### src/rtl/hash_msg_streamer.sv
// ---------------------------------------------------------------------------
// hash_msg_streamer
//
// Transmit-side front end for the DES-S-box hash core. Buffers an upstream
// byte stream in a small FIFO, replays it to the core at the strict
// one-byte-every-second-cycle cadence the core needs, then captures the
// 32-bit digest and hands it upstream with a valid/ack handshake.
//
// Parameters
//   FIFO_DEPTH  byte FIFO entries (power of 2, >= 2)
//   TIMEOUT     max cycles spent waiting for core_hash_ready
//
// Ports
//   clk, rst_n        clock, asynchronous active-low reset
//   start, msg_len    begin a message of msg_len bytes (ignored while busy)
//   busy              high from the start cycle until back in IDLE
//   in_valid/in_data  upstream byte stream
//   in_ready          a byte can be accepted this cycle
//   core_M_valid      core byte strobe (high in SEND only)
//   core_message      core byte (FIFO head during SEND, else 0)
//   core_counter      message length, constant for the whole message
//   core_hash_ready   core signals digest is ready
//   core_digest       core digest output
//   digest            captured digest
//   digest_valid      digest available, held until digest_ack
//   digest_ack        upstream consumes the digest
//   err_underrun      sticky: FIFO ran dry at a core byte slot
//   err_timeout       sticky: core never raised hash_ready
// ---------------------------------------------------------------------------
module hash_msg_streamer #(
  parameter int FIFO_DEPTH = 16,
  parameter int TIMEOUT    = 8
) (
  input  logic        clk,
  input  logic        rst_n,
  input  logic        start,
  input  logic [63:0] msg_len,
  output logic        busy,
  input  logic        in_valid,
  input  logic [7:0]  in_data,
  output logic        in_ready,
  output logic        core_M_valid,
  output logic [7:0]  core_message,
  output logic [63:0] core_counter,
  input  logic        core_hash_ready,
  input  logic [31:0] core_digest,
  output logic [31:0] digest,
  output logic        digest_valid,
  input  logic        digest_ack,
  output logic        err_underrun,
  output logic        err_timeout
);

  localparam int AW = (FIFO_DEPTH > 1) ? $clog2(FIFO_DEPTH) : 1;
  localparam int CW = AW + 1;
  localparam int TW = $clog2(TIMEOUT + 1);

  localparam logic [CW-1:0] DEPTH_C  = CW'(FIFO_DEPTH);
  localparam logic [TW-1:0] TMO_LAST = TW'(TIMEOUT - 1);
  localparam logic [63:0]   DEPTH_64 = 64'(FIFO_DEPTH);

  typedef enum logic [2:0] {
    S_IDLE,
    S_PREFILL,
    S_SEND,
    S_GAP,
    S_WAIT_DIG,
    S_DONE,
    S_ERR
  } state_t;

  state_t state_reg, state_next;

  // FIFO storage and bookkeeping
  logic [7:0]    mem [FIFO_DEPTH];
  logic [AW-1:0] wr_ptr_reg, rd_ptr_reg;
  logic [CW-1:0] count_reg;

  // Message bookkeeping
  logic [63:0]   len_reg;
  logic [63:0]   remaining_reg;
  logic [63:0]   accepted_reg;
  logic [TW-1:0] tmo_reg;

  // Digest / error registers
  logic [31:0]   digest_reg;
  logic          digest_valid_reg;
  logic          err_underrun_reg;
  logic          err_timeout_reg;

  // Combinational helpers
  logic          idle;
  logic          fifo_full;
  logic          fifo_empty;
  logic          err_any;
  logic [63:0]   len_eff;
  logic [63:0]   prefill_thresh;
  logic          prefill_done;
  logic          push;
  logic          pop;
  logic          set_underrun;
  logic          set_timeout;
  logic          capture;
  logic          release_digest;

  assign idle       = (state_reg == S_IDLE);
  assign fifo_full  = (count_reg == DEPTH_C);
  assign fifo_empty = (count_reg == '0);
  assign err_any    = err_underrun_reg | err_timeout_reg;

  // busy is already high in the start cycle so upstream can push a byte
  // on the very same edge that starts the message.
  assign busy = ~idle | start;

  // In the start cycle len_reg still holds the previous message length,
  // so the intake limit must come straight from msg_len.
  assign len_eff = idle ? msg_len : len_reg;

  assign in_ready = busy & ~err_any & ~fifo_full & (accepted_reg < len_eff);
  assign push     = in_valid & in_ready;

  // Cadence only starts once min(len, depth) bytes are buffered; from then
  // on upstream must keep up with one byte every two cycles.
  assign prefill_thresh = (len_reg > DEPTH_64) ? DEPTH_64 : len_reg;
  assign prefill_done   = (64'(count_reg) >= prefill_thresh);

  // -------------------------------------------------------------------------
  // State register
  // -------------------------------------------------------------------------
  always_ff @(posedge clk or negedge rst_n) begin
    if (!rst_n) begin
      state_reg <= S_IDLE;
    end else begin
      state_reg <= state_next;
    end
  end

  // -------------------------------------------------------------------------
  // Next-state and control outputs
  // -------------------------------------------------------------------------
  always_comb begin
    state_next     = state_reg;
    core_M_valid   = 1'b0;
    pop            = 1'b0;
    set_underrun   = 1'b0;
    set_timeout    = 1'b0;
    capture        = 1'b0;
    release_digest = 1'b0;

    case (state_reg)
      S_IDLE: begin
        if (start) begin
          state_next = S_PREFILL;
        end
      end

      S_PREFILL: begin
        if (prefill_done) begin
          state_next = S_SEND;
        end
      end

      S_SEND: begin
        if (len_reg == 64'd0) begin
          // Empty message: the core still needs one strobe with a 0 byte.
          core_M_valid = 1'b1;
          state_next   = S_WAIT_DIG;
        end else if (fifo_empty) begin
          // Missing a slot would corrupt the core, so stop for good.
          set_underrun = 1'b1;
          state_next   = S_ERR;
        end else begin
          core_M_valid = 1'b1;
          pop          = 1'b1;
          state_next   = (remaining_reg == 64'd1) ? S_WAIT_DIG : S_GAP;
        end
      end

      S_GAP: begin
        state_next = S_SEND;
      end

      S_WAIT_DIG: begin
        if (core_hash_ready) begin
          capture    = 1'b1;
          state_next = S_DONE;
        end else if (tmo_reg == TMO_LAST) begin
          set_timeout = 1'b1;
          state_next  = S_ERR;
        end
      end

      S_DONE: begin
        if (digest_ack) begin
          release_digest = 1'b1;
          state_next     = S_IDLE;
        end
      end

      S_ERR: begin
        state_next = S_ERR;
      end

      default: begin
        state_next = S_IDLE;
      end
    endcase
  end

  // -------------------------------------------------------------------------
  // FIFO storage (no reset needed; pointers define contents)
  // -------------------------------------------------------------------------
  always_ff @(posedge clk) begin
    if (push) begin
      mem[wr_ptr_reg] <= in_data;
    end
  end

  // -------------------------------------------------------------------------
  // FIFO pointers and occupancy
  // -------------------------------------------------------------------------
  always_ff @(posedge clk or negedge rst_n) begin
    if (!rst_n) begin
      wr_ptr_reg <= '0;
      rd_ptr_reg <= '0;
      count_reg  <= '0;
    end else begin
      if (push) begin
        wr_ptr_reg <= wr_ptr_reg + AW'(1);
      end
      if (pop) begin
        rd_ptr_reg <= rd_ptr_reg + AW'(1);
      end
      case ({push, pop})
        2'b10:   count_reg <= count_reg + CW'(1);
        2'b01:   count_reg <= count_reg - CW'(1);
        default: count_reg <= count_reg;
      endcase
    end
  end

  // -------------------------------------------------------------------------
  // Message length, byte counters and timeout counter
  // -------------------------------------------------------------------------
  always_ff @(posedge clk or negedge rst_n) begin
    if (!rst_n) begin
      len_reg       <= '0;
      remaining_reg <= '0;
      accepted_reg  <= '0;
      tmo_reg       <= '0;
    end else begin
      if (idle && start) begin
        len_reg       <= msg_len;
        remaining_reg <= msg_len;
      end else if (pop) begin
        remaining_reg <= remaining_reg - 64'd1;
      end

      // accepted restarts from zero for every message; a byte pushed in
      // the start cycle is the first one counted.
      if (idle) begin
        accepted_reg <= push ? 64'd1 : 64'd0;
      end else if (push) begin
        accepted_reg <= accepted_reg + 64'd1;
      end

      if ((state_reg == S_WAIT_DIG) && !core_hash_ready) begin
        tmo_reg <= tmo_reg + TW'(1);
      end else begin
        tmo_reg <= '0;
      end
    end
  end

  // -------------------------------------------------------------------------
  // Digest capture and sticky errors
  // -------------------------------------------------------------------------
  always_ff @(posedge clk or negedge rst_n) begin
    if (!rst_n) begin
      digest_reg       <= '0;
      digest_valid_reg <= 1'b0;
      err_underrun_reg <= 1'b0;
      err_timeout_reg  <= 1'b0;
    end else begin
      if (capture) begin
        digest_reg       <= core_digest;
        digest_valid_reg <= 1'b1;
      end else if (release_digest) begin
        digest_valid_reg <= 1'b0;
      end
      if (set_underrun) begin
        err_underrun_reg <= 1'b1;
      end
      if (set_timeout) begin
        err_timeout_reg <= 1'b1;
      end
    end
  end

  // -------------------------------------------------------------------------
  // Output drive
  // -------------------------------------------------------------------------
  assign core_message = ((state_reg == S_SEND) && !fifo_empty) ? mem[rd_ptr_reg] : 8'h00;
  assign core_counter = len_reg;
  assign digest       = digest_reg;
  assign digest_valid = digest_valid_reg;
  assign err_underrun = err_underrun_reg;
  assign err_timeout  = err_timeout_reg;

endmodule

### config.mk
export PLATFORM = sky130hd
export DESIGN_NAME = hash_msg_streamer
export DESIGN_NICKNAME = d
export VERILOG_FILES = /design/src/rtl/hash_msg_streamer.sv
export SDC_FILE = /design/constraint.sdc
export NUM_CORES = 1
export LEC_CHECK = 0
export CORE_ASPECT_RATIO = 0.5
export CORE_MARGIN = 2
export CORE_UTILIZATION = 61
export CTS_CLUSTER_DIAMETER = 200
export DETAILED_ROUTE_END_ITERATION = 10
export PLACE_DENSITY = 0.86
export SLEW_MARGIN = 20
export SYNTH_ARGS = -nofsm -noshare
export SYNTH_HDL_FRONTEND = slang
export SYNTH_SLANG_ARGS = --single-unit
### constraint.sdc
create_clock -name clk -period 13.9 [get_ports clk]
set_input_delay 4.17 -clock clk [delete_from_list [all_inputs] [get_ports clk]]
set_output_delay 4.17 -clock clk [all_outputs]
set_load 0.01 [all_outputs]
Yosys cells after proc, flatten, opt, wreduce, memory -nomap -nowiden
Memory sizes are Yosys's and may differ from the RTL's.
Index checks and enable logic that the tools add are counted.
{"block": "totals", "reg_bits": 247, "latch_bits": 0, "ram_bits": 128, "mem_bits_ro": 0, "inputBits": 110, "wordCells": 98, "n_memories": 1}
{"name": "mem", "words": 16, "width": 8, "read_ports": 1, "rd_ports_with_merged_regs": 0, "write_ports": 1, "line": "75", "source": "logic [7:0] mem [FIFO_DEPTH];"}
{"block": "op_classes", "add_sub_neg": 7, "mul": 0, "div": 0, "n_lt_le_gt_ge": 3, "n_eq_ne": 15, "shifts": 0, "mux": 38, "n_bitwise": 9, "n_reduce_logical": 13}
{"op": "64-bit two-way mux", "count": 6}
{"op": "64-bit by 1-bit adder with 64-bit output, second input constant", "count": 1}
{"op": "64-bit by 1-bit == test with 1-bit output, second input constant", "count": 1}
{"op": "5-bit by 64-bit >= comparator with 1-bit output", "count": 1}
{"op": "64-bit by 5-bit > comparator with 1-bit output, second input constant", "count": 1}
{"op": "64-bit logical NOT", "count": 1}
{"op": "64-bit < comparator", "count": 1}
{"op": "64-bit by 1-bit subtractor with 64-bit output, second input constant", "count": 1}
{"op": "3-bit two-way mux", "count": 8}
{"op": "3-bit one-hot mux with 7 select lines", "count": 1}
{"op": "1-bit two-way mux", "count": 20}
{"op": "4-bit by 1-bit adder with 4-bit output, second input constant", "count": 3}
{"op": "5-bit one-hot mux with 2 select lines", "count": 1}
{"op": "3-bit == test, second input constant", "count": 3}
{"op": "8-bit two-way mux", "count": 1}
{"op": "2-bit nonzero test", "count": 4}
{"op": "3-bit by 2-bit == test with 1-bit output, second input constant", "count": 2}
{"op": "2-bit inequality test, second input constant", "count": 3}
{"op": "5-bit by 1-bit adder with 5-bit output, second input constant", "count": 1}
{"op": "5-bit == test, second input constant", "count": 1}
{"op": "5-bit logical NOT", "count": 1}
{"op": "5-bit by 1-bit subtractor with 5-bit output, second input constant", "count": 1}
{"op": "1-bit bitwise AND", "count": 4}
{"op": "4-bit by 3-bit == test with 1-bit output, second input constant", "count": 1}
{"op": "other kinds (11)", "count": 17}

Logic depth before layout (Yosys ltp)
Gate-level depths: netlist of the first run.
{"block": "logic_depth", "ltp_word": 9, "mapped_depth": 24, "depth_no_buf": 19}

Worst setup path before layout of the first run
No wires, ideal clock.
{"block": "synth_timing", "path_kind": "input-to-output", "from": "in msg_len[63]", "to": "out in_ready", "t_arrival_ns": 5.995, "t_required_ns": 9.730, "slack_ns": 3.735, "stages": 8, "n_path_buf": 1, "path_cell_list": "mux2i_1 > ha_1 > nand4_1 > nor4_1 > nand2_1 > a211o_1 > clkbuf_1 > and4_1"}
{"block": "synth_between", "elab_chain_len": 3}
{"element": "from (decl)", "line": "37", "source": "input logic [63:0] msg_len,"}
{"element": "64-bit two-way mux", "line": "117", "source": "assign len_eff = idle ? msg_len : len_reg;"}
{"element": "64-bit < comparator", "line": "119", "source": "assign in_ready = busy & ~err_any & ~fifo_full & (accepted_reg < len_eff);"}
{"element": "1-bit bitwise AND", "line": "119"}
{"element": "to (decl)", "line": "41", "source": "output logic in_ready,"}
No other way between the ends.

Worst setup path after layout of the first run
{"block": "layout_timing", "from": "in msg_len[45]", "to": "out in_ready"}
Same word-level chain as after synthesis.

==> run_results.csv, run 1 <==
group,metric,value,unit
outcome,status,"finished clean",
synthesis,ys_ff_latch,375,
synthesis,netlist_instances,1737,
clock_network,cts_buffers,34,
route,post_drt_wl_per_cell,23.1,µm
min_path,holdPathEnd,"tmo_reg[0]",
synthesis,yosysUniqueCellTypes,70,
finish,register_area,10000,µm²
finish,finalNonFillerCells,2375,
route,wl_met2,26.4,mm
timing,clock.fmax,82.7,MHz
placement,dp_hpwl,36.9,mm
route,drt_pass1_iterations,5,
clock_network,cts_tree,"yes",
placement,gp_congestion,0.947,
timing,maxSlewViolCount,0,
placement,dp_slack,1980,ps
route,dr_wl_met3,4.53,mm
synthesis,synth_ff_type,"dfrtp_1",
timing,finalHoldViolations,0,
timing,fin_skew,17.4,ps
floorplan,dieArea,33100,µm²
placement,io_buffers,219,
timing,post-route-period-util,0.869,
grt,grt_antenna_before_repair,0,
finish,multi_input_area,8850,µm²
pwr,peakVddDrop,158,µV
min_path,min_path_cells,1,
min_path,hp-start,"tmo_reg[0]",
clock_network,cts-root-buf,"clkbuf_16",
worst_setup_path,r2r_setup_slack,7930,ps
pwr,p_leak,9.13,nW
grt,grt_pass1_wl,84.5,mm
placement,placed_area,21900,µm²
placement,post-place-cells,2313,
route,wirelength,54.9,mm
finish,final_nets,2120,
synthesis,syn_area,19300,µm²
route,vias_per_cell,6.55,
route,drtAntennaViolNets,0,
route,route.detailed.drc,0,
finish,final_common_cell,"nand2_1",
route,num_vias,15555,
grt,grt_pass1_vias,14951,
timing,fin_crit,12090,ps
timing,tns,0,ps
synthesis,yosys_warnings,0,
floorplan,coreArea,30700,µm²
floorplan,io_pins,220,
pwr,powerDensity,193,nW/µm²
finish,regMostFlops,"mem",
finish,synthToLayoutAreaGrowth,19.3,%
route,drtIter0Drc,1842,
timing,finalSetupViolCount,0,
clock_network,clockBufferDepth,3,
timing,slew_headroom,0.227,
synthesis,synth_seq_area_share,0.520,
floorplan,start_util,0.628,
worst_setup_path,path_class,"primary input to primary output",
min_path,hold_path.class,"flip-flop to flip-flop",
finish,largest_reg_flops,128,
clock_network,cts_setup_buffers,0,
worst_setup_path,crit_path_max_incr_delay,970,ps
synthesis,synthArstFlopShare,0.659,
clock_network,htree_levels,2,
clock_network,cts_resized,0,
worst_setup_path,cp_common_cell,"clkdlybuf4s50_1",
clock_network,insertion_delay,540,ps
route,highest-signal-layer,"met4",
worst_setup_path,reg2reg_depth,21,
worst_setup_path,required,9730,ps
finish,most-common-layout-cells,"275 x nand2_1, 246 x dfrtp_1, 218 x clkdlybuf4s50_1",
route,wl_met1,21.7,mm
synthesis,synth_edf_count,128,
floorplan,die_w,255,µm
timing,worst_pin_slew,1160,ps
grt,track_usage,0.329,
flow_run,maxCapViolations,0,
floorplan,fp.dieH,130,µm
worst_setup_path,slowest_stage,"nor4_1",
grt,grt_start_max_net_pins,136,
worst_setup_path,r2r-start,"state_reg[2]",
finish,fin_area,23000,µm²
finish,fillers,2010,
worst_setup_path,r2r_end,"count_reg[4]",
timing,rsz0062_at_grt,"no",
worst_setup_path,crit_chain,"clkdlybuf4s50_1 -> mux2i_1 -> ha_1 -> nand4_1 -> nor4_1 -> nand2_1 -> a211o_1 -> and4_1 -> clkdlybuf4s50_1",
worst_setup_path,endpoint_kind,"primary output",
grt,grt-ovfl-total,0,
finish,diodes,0,
clock_network,cts_hold_buf,0,
finish,fin_util,0.750,
timing,setup_ws,1810,ps
worst_setup_path,crit_arrival,7920,ps
finish,post_route_cells_drive_above_1_share,0.0866,
floorplan,fp-row-count,45,
synthesis,synth_nets,1929,
clock_network,numClockSinks,375,
synthesis,synth.avg_cell_area,11.1,µm²
worst_setup_path,crit_fanout,12,
clock_network,clk_pin_slew_worst_paths,70,ps
worst_setup_path,worst_setup_path_start_kind,"primary input",
-- report_power, final --
part | internal (mW) | switching [mW]
clock network | 0.529 | 0.431
registers | 1.41 | 0.298
logic | 0.835 | 0.941
total | 2.77 | 1.67
-- worst max-delay path, delay by kind of cell --
| family | cells | cell delay, ps |
|---|---|---|
| buffers and inverters | 2 | 1010 |
| AO/OA/AOI/OAI | 1 | 530 |
| multiplexers | 1 | 110 |
| adder cells (fa/ha/maj) | 1 | 340 |
| AND/OR/NAND/NOR | 4 | 1740 |
-- per-layer routing --
layer / global-route usage / vias up
met1: 0.446 / 7707
met3: 0.0546 / 149
met2: 0.542 / 785
met4: 0.135 / 0
met5: 0 / -
li1: - / 6914
-- cells by family (layout without fill, tap and decap cells) --
group | Yosys count | count (layout) | share of synthesized area
flops | 375 | 375 | 0.520
xor+xnor | 56 | 56 | 0.0254
compound gates | 279 | 279 | 0.0922
simple gates | 686 | 686 | 0.183
buf+inv | 116 | 331 | 0.0230
fa+ha+maj | 82 | 82 | 0.0536
mux | 143 | 143 | 0.102
-- how the worst max path moves through the flow --
stage	slack, ps	endpoint	cells past startpoint	from
after floorplan	3740	in_ready	8	msg_len[63]
after global placement	2080	in_ready	9	msg_len[45]
after detailed placement	1980	in_ready	9	msg_len[45]
after CTS	1960	in_ready	9	msg_len[45]
after global routing	1780	in_ready	9	msg_len[45]
final	1810	in_ready	9	msg_len[45]
-- Yosys cell counts (all sizes together), types with 25 or more instances --
cell    count  area, µm²
or4        54        413
mux2       33        372
a21oi      86        430
mux4       40        901
o21ai      67        335
nand4      55        344
edfxtp    128       3840
nor2       62        235
dfrtp     247       6180
nand3      61        305
nor4       34        219
clkbuf     69        259
xor2       39        342
mux2i      70        701
o31ai      40        300
inv        32        120
and3       25        156
nor3       26        141
ha         81       1010
nand2     277       1050
-- through the flow --
| stage | total power, mW | hold WS [ps] |
|---|---|---|
| floorplan | 2.72 | 433 |
| global placement | 3.39 | 454 |
| detailed placement | 3.46 | 472 |
| CTS | 4.43 | 495 |
| global route | 4.66 | 519 |
| finish | 4.44 | 497 |
-- final cells by class --
cell class,count,area share
sequential,375,0.436
multi-input combinational,1246,0.385
timing repair buffer,239,0.104
clock buffer,40,0.0398
tap,423,0.0230
clock inverter,20,0.00789
inverter,32,0.00522
No activity file was read; power rests on OpenSTA's default activity.
==> run 2: changes to the inputs <==
==> constraint.sdc (replaced) <==
create_clock -name clk -period 15.6 [get_ports clk]
set_input_delay 4.68 -clock clk [delete_from_list [all_inputs] [get_ports clk]]
set_output_delay 4.68 -clock clk [all_outputs]
set_load 0.01 [all_outputs]
==> run_results.csv, run 2 (same netlist as run 1, synthesis figures left out) <==
group,metric,value,unit
timing,fin_crit,12950,ps
worst_setup_path,r2r_end,"count_reg[4]",
clock_network,cts_tree,"yes",
timing,post-route-period-util,0.830,
route,drt_pass1_iterations,5,
clock_network,clockBufferDepth,3,
worst_setup_path,crit_arrival,8270,ps
pwr,peakVddDrop,164,µV
clock_network,clk_pin_slew_worst_paths,60,ps
pwr,p_leak,9.17,nW
worst_setup_path,r2r-start,"state_reg[0]",
timing,clock.fmax,77.2,MHz
min_path,hold_path.class,"flip-flop to flip-flop",
grt,grt_pass1_wl,83.4,mm
floorplan,coreArea,30700,µm²
finish,post_route_cells_drive_above_1_share,0.0881,
grt,grt_antenna_before_repair,1,
finish,most-common-layout-cells,"275 x nand2_1, 246 x dfrtp_1, 218 x clkdlybuf4s50_1",
floorplan,io_pins,220,
worst_setup_path,crit_fanout,12,
finish,finalNonFillerCells,2377,
grt,grt_pass1_vias,15018,
finish,synthToLayoutAreaGrowth,19.7,%
placement,dp_hpwl,36.7,mm
timing,maxSlewViolCount,0,
route,num_vias,15512,
clock_network,cts_buffers,34,
timing,worst_pin_slew,1130,ps
finish,final_nets,2120,
route,wirelength,54.2,mm
placement,gp_congestion,0.947,
placement,io_buffers,219,
timing,slew_headroom,0.247,
finish,largest_reg_flops,128,
worst_setup_path,r2r_setup_slack,9720,ps
finish,fin_area,23100,µm²
worst_setup_path,crit_path_end,"in_ready",
timing,finalSetupViolCount,0,
timing,fin_skew,14.0,ps
placement,placed_area,21900,µm²
worst_setup_path,worst_setup_path_start_kind,"primary input",
route,post_drt_wl_per_cell,22.8,µm
grt,track_usage,0.324,
clock_network,cts-root-buf,"clkbuf_16",
outcome,status,"finished clean",
worst_setup_path,required,10920,ps
flow_run,maxCapViolations,0,
worst_setup_path,endpoint_kind,"primary output",
clock_network,cts_resized,0,
clock_network,htree_levels,2,
pwr,fin_total_pwr,4.00,mW
clock_network,cts_hold_buf,0,
worst_setup_path,path_class,"primary input to primary output",
finish,regMostFlops,"mem",
route,drtIter0Drc,1880,
clock_network,numClockSinks,375,
floorplan,die_w,255,µm
worst_setup_path,reg2reg_depth,21,
floorplan,start_util,0.628,
pwr,powerDensity,173,nW/µm²
floorplan,fp.dieH,130,µm
route,route.detailed.drc,0,
grt,grt-ovfl-total,0,
worst_setup_path,worstSetupStartpoint,"msg_len[45]",
placement,post-place-cells,2313,
floorplan,fp-row-count,45,
clock_network,insertion_delay,540,ps
finish,final_common_cell,"nand2_1",
timing,rsz0062_at_grt,"no",
grt,grt_start_max_net_pins,136,
timing,tns,0,ps
clock_network,cts_setup_buffers,0,
route,vias_per_cell,6.53,
min_path,min_path_cells,1,
route,drtAntennaViolNets,0,
floorplan,dieArea,33100,µm²
timing,finalHoldViolations,0,
[run 2: cell types whose count changed in the layout (fill, tap and decap cells not counted), moves of 2 or more]
cell,delta
clkbuf_8,+3
clkinvlp_2,-3
bufinv_16,+2
clkinv_1,-2
diode_2,+2
[run 2: worst min path at each step]
stage	start	endpoint	slack [ps]
after floorplan	tmo_reg[0]	tmo_reg[0]	430
after global placement	tmo_reg[0]	tmo_reg[0]	450
after detailed placement	tmo_reg[0]	tmo_reg[0]	450
after CTS	tmo_reg[0]	tmo_reg[0]	460
after global routing	tmo_reg[0]	tmo_reg[0]	500
final	tmo_reg[0]	tmo_reg[0]	460
[run 2: metal layers]
layer | vias up | share of wire | GRT usage
li1 | 6927 | - | -
met1 | 7699 | 0.40 | 0.431
met2 | 761 | 0.48 | 0.541
met3 | 125 | 0.080 | 0.0554
met4 | 0 | 0.040 | 0.137
met5 | - | 0 | 0
[run 2: through the flow]
step | hold WS (ps) | setup slack, ps | utilization
after floorplan | 433 | 4420 | -
after global placement | 453 | 2750 | 0.713
after detailed placement | 451 | 2680 | 0.713
after CTS | 460 | 2680 | 0.751
after global routing | 505 | 2510 | 0.752
final | 457 | 2650 | 0.752
[run 2: critical path: stages]
cell and delay (ps):
clkdlybuf4s50_1 520, mux2i_1 110, ha_1 340, nand4_1 150, nor4_1 890, nand2_1 320
a211o_1 520, and4_1 260, clkdlybuf4s50_1 480
[run 2: power breakdown]
group / switching [mW] / total, mW / internal (mW)
registers: 0.266 / 1.52 / 1.26
clock network: 0.391 / 0.901 / 0.510
logic: 0.831 / 1.57 / 0.743
[run 2: layout make-up]
cell class | count | area (µm²)
multi-input cells | 1246 | 8850
inverters | 32 | 120
fillers | 1998 | 7600
well taps | 423 | 529
diodes | 2 | 5.00
flip-flops and latches | 375 | 10000
repair buffers | 239 | 2380
clock buffers | 41 | 927
clock inverters | 19 | 240
==> run 3: changes to the inputs <==
--- a/config.mk
+++ b/config.mk
@@ -7,10 +7,10 @@
 export LEC_CHECK = 0
 export CORE_ASPECT_RATIO = 0.5
 export CORE_MARGIN = 2
-export CORE_UTILIZATION = 61
+export CORE_UTILIZATION = 57
 export CTS_CLUSTER_DIAMETER = 200
 export DETAILED_ROUTE_END_ITERATION = 10
-export PLACE_DENSITY = 0.86
+export PLACE_DENSITY = 0.81
 export SLEW_MARGIN = 20
 export SYNTH_ARGS = -nofsm -noshare
 export SYNTH_HDL_FRONTEND = slang
==> constraint.sdc (replaced) <==
create_clock -name clk -period 12 [get_ports clk]
set_input_delay 3.6 -clock clk [delete_from_list [all_inputs] [get_ports clk]]
set_output_delay 3.6 -clock clk [all_outputs]
set_load 0.01 [all_outputs]
==> run_results.csv, run 3 (same netlist as run 1, synthesis figures left out) <==
group,metric,value,unit
worst_setup_path,r2r_end,"count_reg[4]",
min_path,min_path_cells,1,
timing,post-route-period-util,0.897,
pwr,peakVddDrop,143,µV
clock_network,cts_buffers,36,
finish,largest_reg_flops,128,
route,drtIter0Drc,1607,
clock_network,cts-root-buf,"clkbuf_16",
worst_setup_path,crit_fanout,12,
route,route.detailed.drc,0,
route,num_vias,15416,
timing,rsz0062_at_grt,"no",
worst_setup_path,required,8400,ps
clock_network,cts_tree,"yes",
clock_network,insertion_delay,550,ps
floorplan,fp-row-count,47,
finish,final_nets,2123,
grt,grt_pass1_wl,83.5,mm
floorplan,die_w,264,µm
route,post_drt_wl_per_cell,22.3,µm
finish,finalNonFillerCells,2400,
timing,slew_headroom,0.230,
placement,io_buffers,219,
clock_network,cts_setup_buffers,0,
timing,worst_pin_slew,1130,ps
timing,finalHoldViolations,0,
finish,regMostFlops,"mem",
clock_network,htree_levels,2,
worst_setup_path,cp_num_buf_inv,2,
min_path,holdPathEnd,"tmo_reg[0]",
floorplan,fp.dieH,134,µm
worst_setup_path,reg2reg_depth,21,
worst_setup_path,crit_path_max_incr_delay,840,ps
timing,hold_ws,469,ps
timing,fin_skew,14.5,ps
worst_setup_path,crit_chain,"clkdlybuf4s50_1 -> mux2i_1 -> ha_1 -> nand4_1 -> nor4_1 -> nand2_1 -> a211o_1 -> and4_1 -> clkdlybuf4s50_1",
finish,diodes,0,
timing,clock.fmax,93.0,MHz
outcome,status,"finished clean",
floorplan,start_util,0.581,
timing,maxSlewViolCount,0,
finish,final_common_cell,"nand2_1",
timing,tns,0,ps
worst_setup_path,slowest_stage,"nor4_1",
route,drt_pass1_iterations,7,
timing,finalSetupViolCount,0,
worst_setup_path,endpoint_kind,"primary output",
clock_network,clk_pin_slew_worst_paths,70,ps
clock_network,numClockSinks,375,
worst_setup_path,r2r-start,"state_reg[2]",
worst_setup_path,r2r_setup_slack,6030,ps
worst_setup_path,crit_arrival,7160,ps
timing,fin_crit,10760,ps
route,drtAntennaViolNets,0,
route,wirelength,53.5,mm
grt,grt_antenna_before_repair,0,
placement,dp_hpwl,36.9,mm
placement,post-place-cells,2334,
worst_setup_path,worst_setup_path_start_kind,"primary input",
grt,grt_pass1_vias,14915,
grt,track_usage,0.302,
floorplan,coreArea,33200,µm²
worst_setup_path,cp_top_family,"simple AND/OR/NAND/NOR gates",
pwr,powerDensity,226,nW/µm²
floorplan,io_pins,220,
worst_setup_path,path_class,"primary input to primary output",
grt,grt_start_max_net_pins,120,
finish,post_route_cells_drive_above_1_share,0.0919,
flow_run,maxCapViolations,0,
clock_network,cts_hold_buf,0,
finish,synthToLayoutAreaGrowth,20.2,%
route,vias_per_cell,6.42,
clock_network,clockBufferDepth,3,
grt,grt-ovfl-total,0,
finish,most-common-layout-cells,"275 x nand2_1, 245 x dfrtp_1, 218 x clkdlybuf4s50_1",
min_path,hold_path.class,"flip-flop to flip-flop",
worst_setup_path,cp_common_cell,"clkdlybuf4s50_1",
clock_network,cts_resized,0,
floorplan,dieArea,35400,µm²
min_path,hp-start,"tmo_reg[0]",
placement,gp_congestion,0.955,
pwr,p_leak,9.21,nW
run 3: cell types whose count changed in the layout (fill, tap and decap cells not counted), moves of 2 or more:
cell,previous run,this run
buf_4,17,20
clkinv_2,5,7
clkinv_1,3,1
clkinvlp_4,2,5
clkbuf_16,34,36
diode_2,2,0
run 3: power by group:
part           internal, mW  switching [mW]
Combinational         0.966            1.04
Sequential             1.63           0.373
Clock                 0.701           0.531
Total                  3.30            1.95
run 3: worst register-to-register path: stages, from the launching register on:
cell,delay (ps)
dfrtp_1,480
nor3_2,340
buf_12,460
mux2i_1,590
ha_1,290
a211oi_1,210
o21ai_0,120
o221a_2,290
o41ai_1,760
nand3_1,480
nor2_1,200
buf_4,250
inv_1,70
ha_1,250
inv_1,120
fa_1,220
inv_1,50
a21o_1,140
a21oi_1,180
xnor2_1,140
nor2_1,70
xnor2_1,130
run 3: worst max-delay path by stage:
stage / start / end / slack (ps) / depth (start not counted)
global route: msg_len[46] / in_ready / 1200 / 9
CTS: msg_len[45] / in_ready / 1360 / 9
global placement: msg_len[45] / in_ready / 1440 / 9
detailed placement: msg_len[45] / in_ready / 1370 / 9
floorplan: msg_len[63] / in_ready / 2980 / 8
finish: msg_len[41] / in_ready / 1240 / 9
run 3: routing by layer:
layer	vias up	track usage	wire length, µm
li1	6950	-	-
met1	7645	0.410	21900
met2	669	0.494	25700
met3	152	0.0431	3520
met4	0	0.133	2480
met5	-	0	0
run 3: cell type report:
class,count,area [µm²]
Tap cell,441,552
Clock inverter,23,289
Fill cell,2358,9990
Clock buffer,43,977
Inverter,32,120
Multi-Input combinational cell,1246,8840
Timing Repair Buffer,240,2370
Sequential cell,375,10000
run 3: through the flow:
| step | cell area (µm²) | setup WS, ps | power, mW | util |
|---|---|---|---|---|
| after detailed placement | 21900 | 1370 | 4.01 | 0.661 |
| final | 23200 | 1240 | 5.25 | 0.699 |
| after CTS | 23200 | 1360 | 5.25 | 0.699 |
| after floorplan | 19300 | 2980 | 3.15 | - |
| after global routing | 23200 | 1200 | 5.51 | 0.699 |
| after global placement | 21900 | 1440 | 3.93 | 0.661 |
==> RTL change 1, RTL diff (config.mk and constraints of run 3) <==
Reset style: synchronous (`rst_n`), changed in 4 clocked blocks. Comments in the files are not updated.
--- a/src/rtl/hash_msg_streamer.sv
+++ b/src/rtl/hash_msg_streamer.sv
@@ -127,7 +127,7 @@
   // -------------------------------------------------------------------------
   // State register
   // -------------------------------------------------------------------------
-  always_ff @(posedge clk or negedge rst_n) begin
+  always_ff @(posedge clk) begin
     if (!rst_n) begin
       state_reg <= S_IDLE;
     end else begin
@@ -219,7 +219,7 @@
   // -------------------------------------------------------------------------
   // FIFO pointers and occupancy
   // -------------------------------------------------------------------------
-  always_ff @(posedge clk or negedge rst_n) begin
+  always_ff @(posedge clk) begin
     if (!rst_n) begin
       wr_ptr_reg <= '0;
       rd_ptr_reg <= '0;
@@ -242,7 +242,7 @@
   // -------------------------------------------------------------------------
   // Message length, byte counters and timeout counter
   // -------------------------------------------------------------------------
-  always_ff @(posedge clk or negedge rst_n) begin
+  always_ff @(posedge clk) begin
     if (!rst_n) begin
       len_reg       <= '0;
       remaining_reg <= '0;
@@ -275,7 +275,7 @@
   // -------------------------------------------------------------------------
   // Digest capture and sticky errors
   // -------------------------------------------------------------------------
-  always_ff @(posedge clk or negedge rst_n) begin
+  always_ff @(posedge clk) begin
     if (!rst_n) begin
       digest_reg       <= '0;
       digest_valid_reg <= 1'b0;
Check against the original RTL: differs if rst_n is asserted again (counterexample within 4 cycles, from zero or initial values and one cycle with rst_n low); with rst_n held inactive, the same outputs for 4 cycles.
==> RTL change 1 against run 3 <==
  * Design area shrank 5.8%
  * Synthesized area is 5.7% lower
  * Worst setup slack worse by 0.11 ns
  * Sequential cell count rose by 4
  * Clock power shrank 8%
  * Wire length down 12%
  * Die area shrank 5.6%
  * Hold slack got worse by 0.022 ns
  * Power fell by 28%
  * Critical endpoint unchanged
==> RTL change 1: results (changes against run 3) <==
stage,metric,value,unit,change
yosys,ys_warn_count,0,,unchanged
timing,whs,0.447,ns,-0.0218 ns
grt,grt_usage,27.2,%,-3.1 points
routing,first_iter_violations,1455,,-9.5%
routing,vias,14900,,-3.6%
yosys,synthMuxAreaShare,7.98,%,-2.3 points
setup_path,critical_path_arrival,7.27,ns,+0.11 ns
timing,clock-skew-final,0.0228,ns,+0.00832 ns
placed_design,io_buffers,219,,unchanged
setup_path,critPathMaxFanout,16,,+4
clock_tree,clkTransAtPathRegs,0.06,ns,
final_layout,fin_nets,2228,,+4.9%
placed_design,pre_cts_slack,1.23,ns,-0.144 ns
setup_path,crit_start,msg_len[63],,
yosys,synthTopCellsByCount,"304 x nand2_1, 251 x dfxtp_1, 230 x a21oi_1, 128 x edfxtp_1, 86 x clkbuf_1",,
min_path,hold_end,tmo_reg[0]$_SDFF_PN0_,,
yosys,synthArstFlopShare,0,%,-66 points
clock_tree,cts_buffers,36,,unchanged
outcome,status,"complete, no violations",,
setup_path,reg2reg_depth,20,,-4.8%
pwr,ir_drop,0.101,mV,-30%
yosys,ys_seq_area_share,48.8,%,-3.2 points
placed_design,dpl.hpwl,32300,microns,-13%
grt,grt_start_max_net_pins,81,,-33%
grt,grt_pass1_vias,13700,,-8.1%
yosys,synthTopCellsByArea,"dfxtp_1 28%, edfxtp_1 21%, a21oi_1 6.3%",,
clock_tree,clk_path_buf_depth,3,,unchanged
timing,worst_pin_slew,1.13,ns,+0.00905 ns
grt,grt_pass1_wl,72500,microns,-13%
yosys,synth_fp_nets,2051,,+6.3%
yosys,synth_compound_area_share,12.7,%,+3.5 points
placed_design,place_congestion,0.875,,-8.4%
final_layout,largest_reg_flops,128,,unchanged
run,cap_viol_max_count,0,,unchanged
min_path,min_path_cells,1,,unchanged
placed_design,place_area,20700,sq um,-5.6%
clock_tree,root_buffer,clkbuf_16,,
yosys,synthAdderAreaFrac,5.68,%,+0.32 points
final_layout,fillers,2417,,+2.5%
setup_path,r2r-start,state_reg[2]$_SDFFE_PN0P_,,
pwr,internal-power,0.00252,W,-24%
setup_path,crit_end,in_ready,,
timing,finalCriticalPeriod,10.87,ns,+0.112 ns
setup_path,r2r_end,count_reg[4]$_SDFFE_PN0P_,,
final_layout,drive_gt1_share,5.87,%,-3.3 points
final_layout,largest-register,mem,,
yosys,synth-xor-area-share,3.32,%,+0.78 points
pwr,p_leak,7.69,nW,-17%
routing,drc,0,,unchanged
min_path,hp-start,tmo_reg[0]$_SDFF_PN0_,,
setup_path,rrSetupSlack,5.90,ns,-0.13 ns
clock_tree,h-tree-depth,2,,unchanged
routing,firstDrtPassIters,6,,-1
grt,antenna_found_initial,3,,+3
clock_tree,cts_setup_buffers,0,,unchanged
clock_tree,post_cts_resized,0,,unchanged
yosys,synth-edff-count,128,,unchanged
yosys,synth_cell_type_count,64,,-8.6%
routing,wirelength,47300,microns,-12%
-- RTL change 1: changes by cell type in the layout (fill, tap and decap cells not counted), moves of 17 or more --
cell,run 3,this run
o31ai_1,40,5
or4_1,52,12
a21oi_1,86,230
dfrtp_1,245,0
mux2_2,33,0
dfxtp_1,0,250
a211oi_1,5,22
nand2_1,275,303
o21ai_0,55,80
xnor2_1,17,43
or3_1,14,49
-- RTL change 1: worst max-delay path: stages --
cell	delay, ns
clkdlybuf4s50_1	0.57
mux2i_1	0.13
ha_1	0.36
nand4_1	0.15
nor4_1	0.76
nand4_1	0.29
nor4_1	0.42
a21oi_2	0.24
nor4b_1	0.24
clkdlybuf4s50_1	0.51
-- RTL change 1: routing by layer --
metal	routed length [microns]	track usage, %	share of wire, %	vias to the layer above
li1	-	-	-	7154
met1	20300	35.7	43	7161
met2	22900	46.1	48	443
met3	2660	4.25	5.6	106
met4	1430	10.2	3.0	2
met5	13	0	0.027	-
-- RTL change 1: layout make-up --
class                   instances  share of cell area [%]
well taps                     432                    2.47
repair buffers                237                    10.7
multi-input cells            1358                    40.6
flip-flops and latches        379                    40.6
clock inverters                13                   0.475
clock buffers                  52                    4.73
diodes                          2                  0.0229
inverters                      24                   0.424
-- RTL change 1: metrics by stage --
step	std cells	power [W]	util (%)
after floorplan	1859	0.00228	-
after global placement	2430	0.00264	65.6
after detailed placement	2430	0.00266	65.6
after CTS	2495	0.00378	69.2
after global routing	2496	0.00395	69.2
final	2497	0.00378	69.3
-- RTL change 1: power groups by stage --
stage / sequential, W / combinational [W] / clock (W)
floorplan: 0.00157 / 0.000714 / 0
global placement: 0.00158 / 0.00106 / 0
detailed placement: 0.00158 / 0.00108 / 0
CTS: 0.00156 / 0.00109 / 0.00114
global route: 0.00157 / 0.00119 / 0.00119
finish: 0.00156 / 0.00109 / 0.00113
==> RTL change 2, RTL diff (flow settings as in run 3) <==
Made on the original files. `FIFO_DEPTH`: 16 -> 8.
--- a/src/rtl/hash_msg_streamer.sv
+++ b/src/rtl/hash_msg_streamer.sv
@@ -28,7 +28,7 @@
 //   err_timeout       sticky: core never raised hash_ready
 // ---------------------------------------------------------------------------
 module hash_msg_streamer #(
-  parameter int FIFO_DEPTH = 16,
+  parameter int FIFO_DEPTH = 8,
   parameter int TIMEOUT    = 8
 ) (
   input  logic        clk,
Formal check against the unedited RTL: same outputs for any inputs over 4 cycles, from zero or initial values and one cycle with rst_n low; that may be too few to reach the edited logic, so the function may still have changed.
==> RTL change 2 against run 3 <==
  * Combinational power decreased by 7%
  * Power decreased by 12%
  * Design area is 14% lower
  * Sequential power shrank 14%
  * Sequential cell count shrank 67
  * Worst setup slack got worse by 0.028 ns
  * Synthesized area fell by 16%
  * Non-clock buffer count grew 1
  * Die area down 15%
  * Hold slack improved by 0.0057 ns
  * Clock power is 18% lower
  * Wire length shrank 12%
  * Largest cell class unchanged
==> RTL change 2: results (changes against run 3) <==
stage,metric,value,unit,change
outcome,status,"complete, no violations",,
yosys,ys_seq_area_share,49.5,%,-2.5 points
final_layout,drive_gt1_share,7.77,%,-1.4 points
pwr,ir_drop,0.142,mV,-0.90%
yosys,synthTopCellsByArea,"dfrtp_1 38%, edfxtp_1 12%, nand2_1 6.8%",,
timing,worst_pin_slew,1.14,ns,+0.0115 ns
placed_design,dpl.hpwl,34300,microns,-7.2%
placed_design,place_area,18800,sq um,-14%
setup_path,rrSetupSlack,5.36,ns,-0.67 ns
routing,first_iter_violations,1346,,-16%
final_layout,fillers,2005,,-15%
clock_tree,clock_latency,0.57,ns,+0.02 ns
pwr,net-switching-power,0.00176,W,-9.5%
grt,grt_usage,31.3,%,+1.0 points
timing,slew_headroom,24.2,%,+1.2 points
routing,vias,13700,,-11%
yosys,synth_cell_type_count,67,,-4.3%
grt,grt_start_max_net_pins,110,,-8.3%
grt,grt_pass1_vias,13500,,-9.4%
routing,firstDrtPassIters,6,,-1
setup_path,reg2reg_depth,20,,-4.8%
placed_design,place_congestion,0.937,,-1.9%
clock_tree,h-tree-depth,1,,-1
yosys,synth_fp_nets,1779,,-7.8%
clock_tree,cts_buffers,28,,-22%
setup_path,r2r_end,count_reg[3]$_DFFE_PN0P_,,
yosys,yosys.area.top_type_share,37.6,%,+5.6 points
final_layout,fin_nets,1979,,-6.8%
grt,grt_pass1_wl,72800,microns,-13%
pwr,p_leak,8.19,nW,-11%
yosys,synthTopCellsByCount,"292 x nand2_1, 244 x dfrtp_1, 94 x o21ai_0, 86 x a21oi_1, 76 x ha_1",,
yosys,synthArstFlopShare,79.2,%,+13 points
yosys,synth-edff-count,64,,-50%
timing,whs,0.474,ns,+0.00568 ns
grt,antenna_found_initial,2,,+2
timing,clock-skew-final,0.0187,ns,+0.00417 ns
routing,wirelength,47200,microns,-12%
setup_path,crit_start,msg_len[63],,
## RTL change 2: power groups by stage
stage | registers [W] | logic (W) | clock network (W)
after floorplan | 0.00168 | 0.00107 | 0
after global placement | 0.00171 | 0.00177 | 0
after detailed placement | 0.00173 | 0.00184 | 0
after CTS | 0.00172 | 0.00186 | 0.00102
after global routing | 0.00177 | 0.00202 | 0.00106
final | 0.00173 | 0.00187 | 0.00101
## RTL change 2: how the worst max path moves through the flow
| stage | cells after the start | endpoint |
|---|---|---|
| after floorplan | 8 | in_ready |
| final | 10 | in_ready |
| after global placement | 10 | in_ready |
| after detailed placement | 10 | in_ready |
| after global routing | 10 | in_ready |
| after CTS | 10 | in_ready |
## RTL change 2: routing by layer
layer  track usage [%]  wire length (microns)  vias up
met1              41.3                  19400     6804
met3              5.51                   3590      100
met2              53.4                  22800      638
met4              10.0                   1430        2
li1                  -                      -     6188
met5                 0                     13        -
## RTL change 2: logic make-up (layout without fill, tap and decap cells)
logic type      count (synthesis)  count (layout)  synth area share, %
compound gates                262             262                 9.44
xor+xnor                       64              64                 3.45
fa+ha+maj                      77              77                 5.98
buf+inv                       100             322                 2.41
flops                         308             308                 49.5
mux                           124             124                 9.14
other cells                     0               1                    0
simple gates                  657             657                 20.1
## RTL change 2: worst max-delay path: stages
cell,delay (ns)
clkdlybuf4s50_1,0.49
mux2i_1,0.10
ha_1,0.35
a211o_1,0.30
a2111oi_0,0.89
o221ai_1,0.30
a41oi_1,0.23
buf_4,0.21
and2_1,0.16
clkdlybuf4s50_1,0.54
## RTL change 2: layout make-up
| type | instances | share of cell area [%] |
|---|---|---|
| Antenna cell | 1 | 0.0126 |
| Inverter | 29 | 0.548 |
| Clock buffer | 37 | 4.01 |
| Multi-Input combinational cell | 1184 | 39.4 |
| Tap cell | 382 | 2.41 |
| Timing Repair Buffer | 241 | 11.9 |
| Sequential cell | 308 | 40.5 |
| Clock inverter | 15 | 1.25 |
## RTL change 2: metrics by stage
| step | total power [W] | cells | setup slack (ns) | util, % |
|---|---|---|---|---|
| 3_5_place_dp | 0.00357 | 2144 | 1.26 | 67.5 |
| 4_1_cts | 0.00460 | 2196 | 1.24 | 71.2 |
| 5_1_grt | 0.00485 | 2196 | 1.19 | 71.2 |
| 6_report | 0.00461 | 2197 | 1.21 | 71.2 |
| 3_3_place_gp | 0.00348 | 2144 | 1.32 | 67.5 |
| 2_1_floorplan | 0.00274 | 1592 | 3.05 | - |
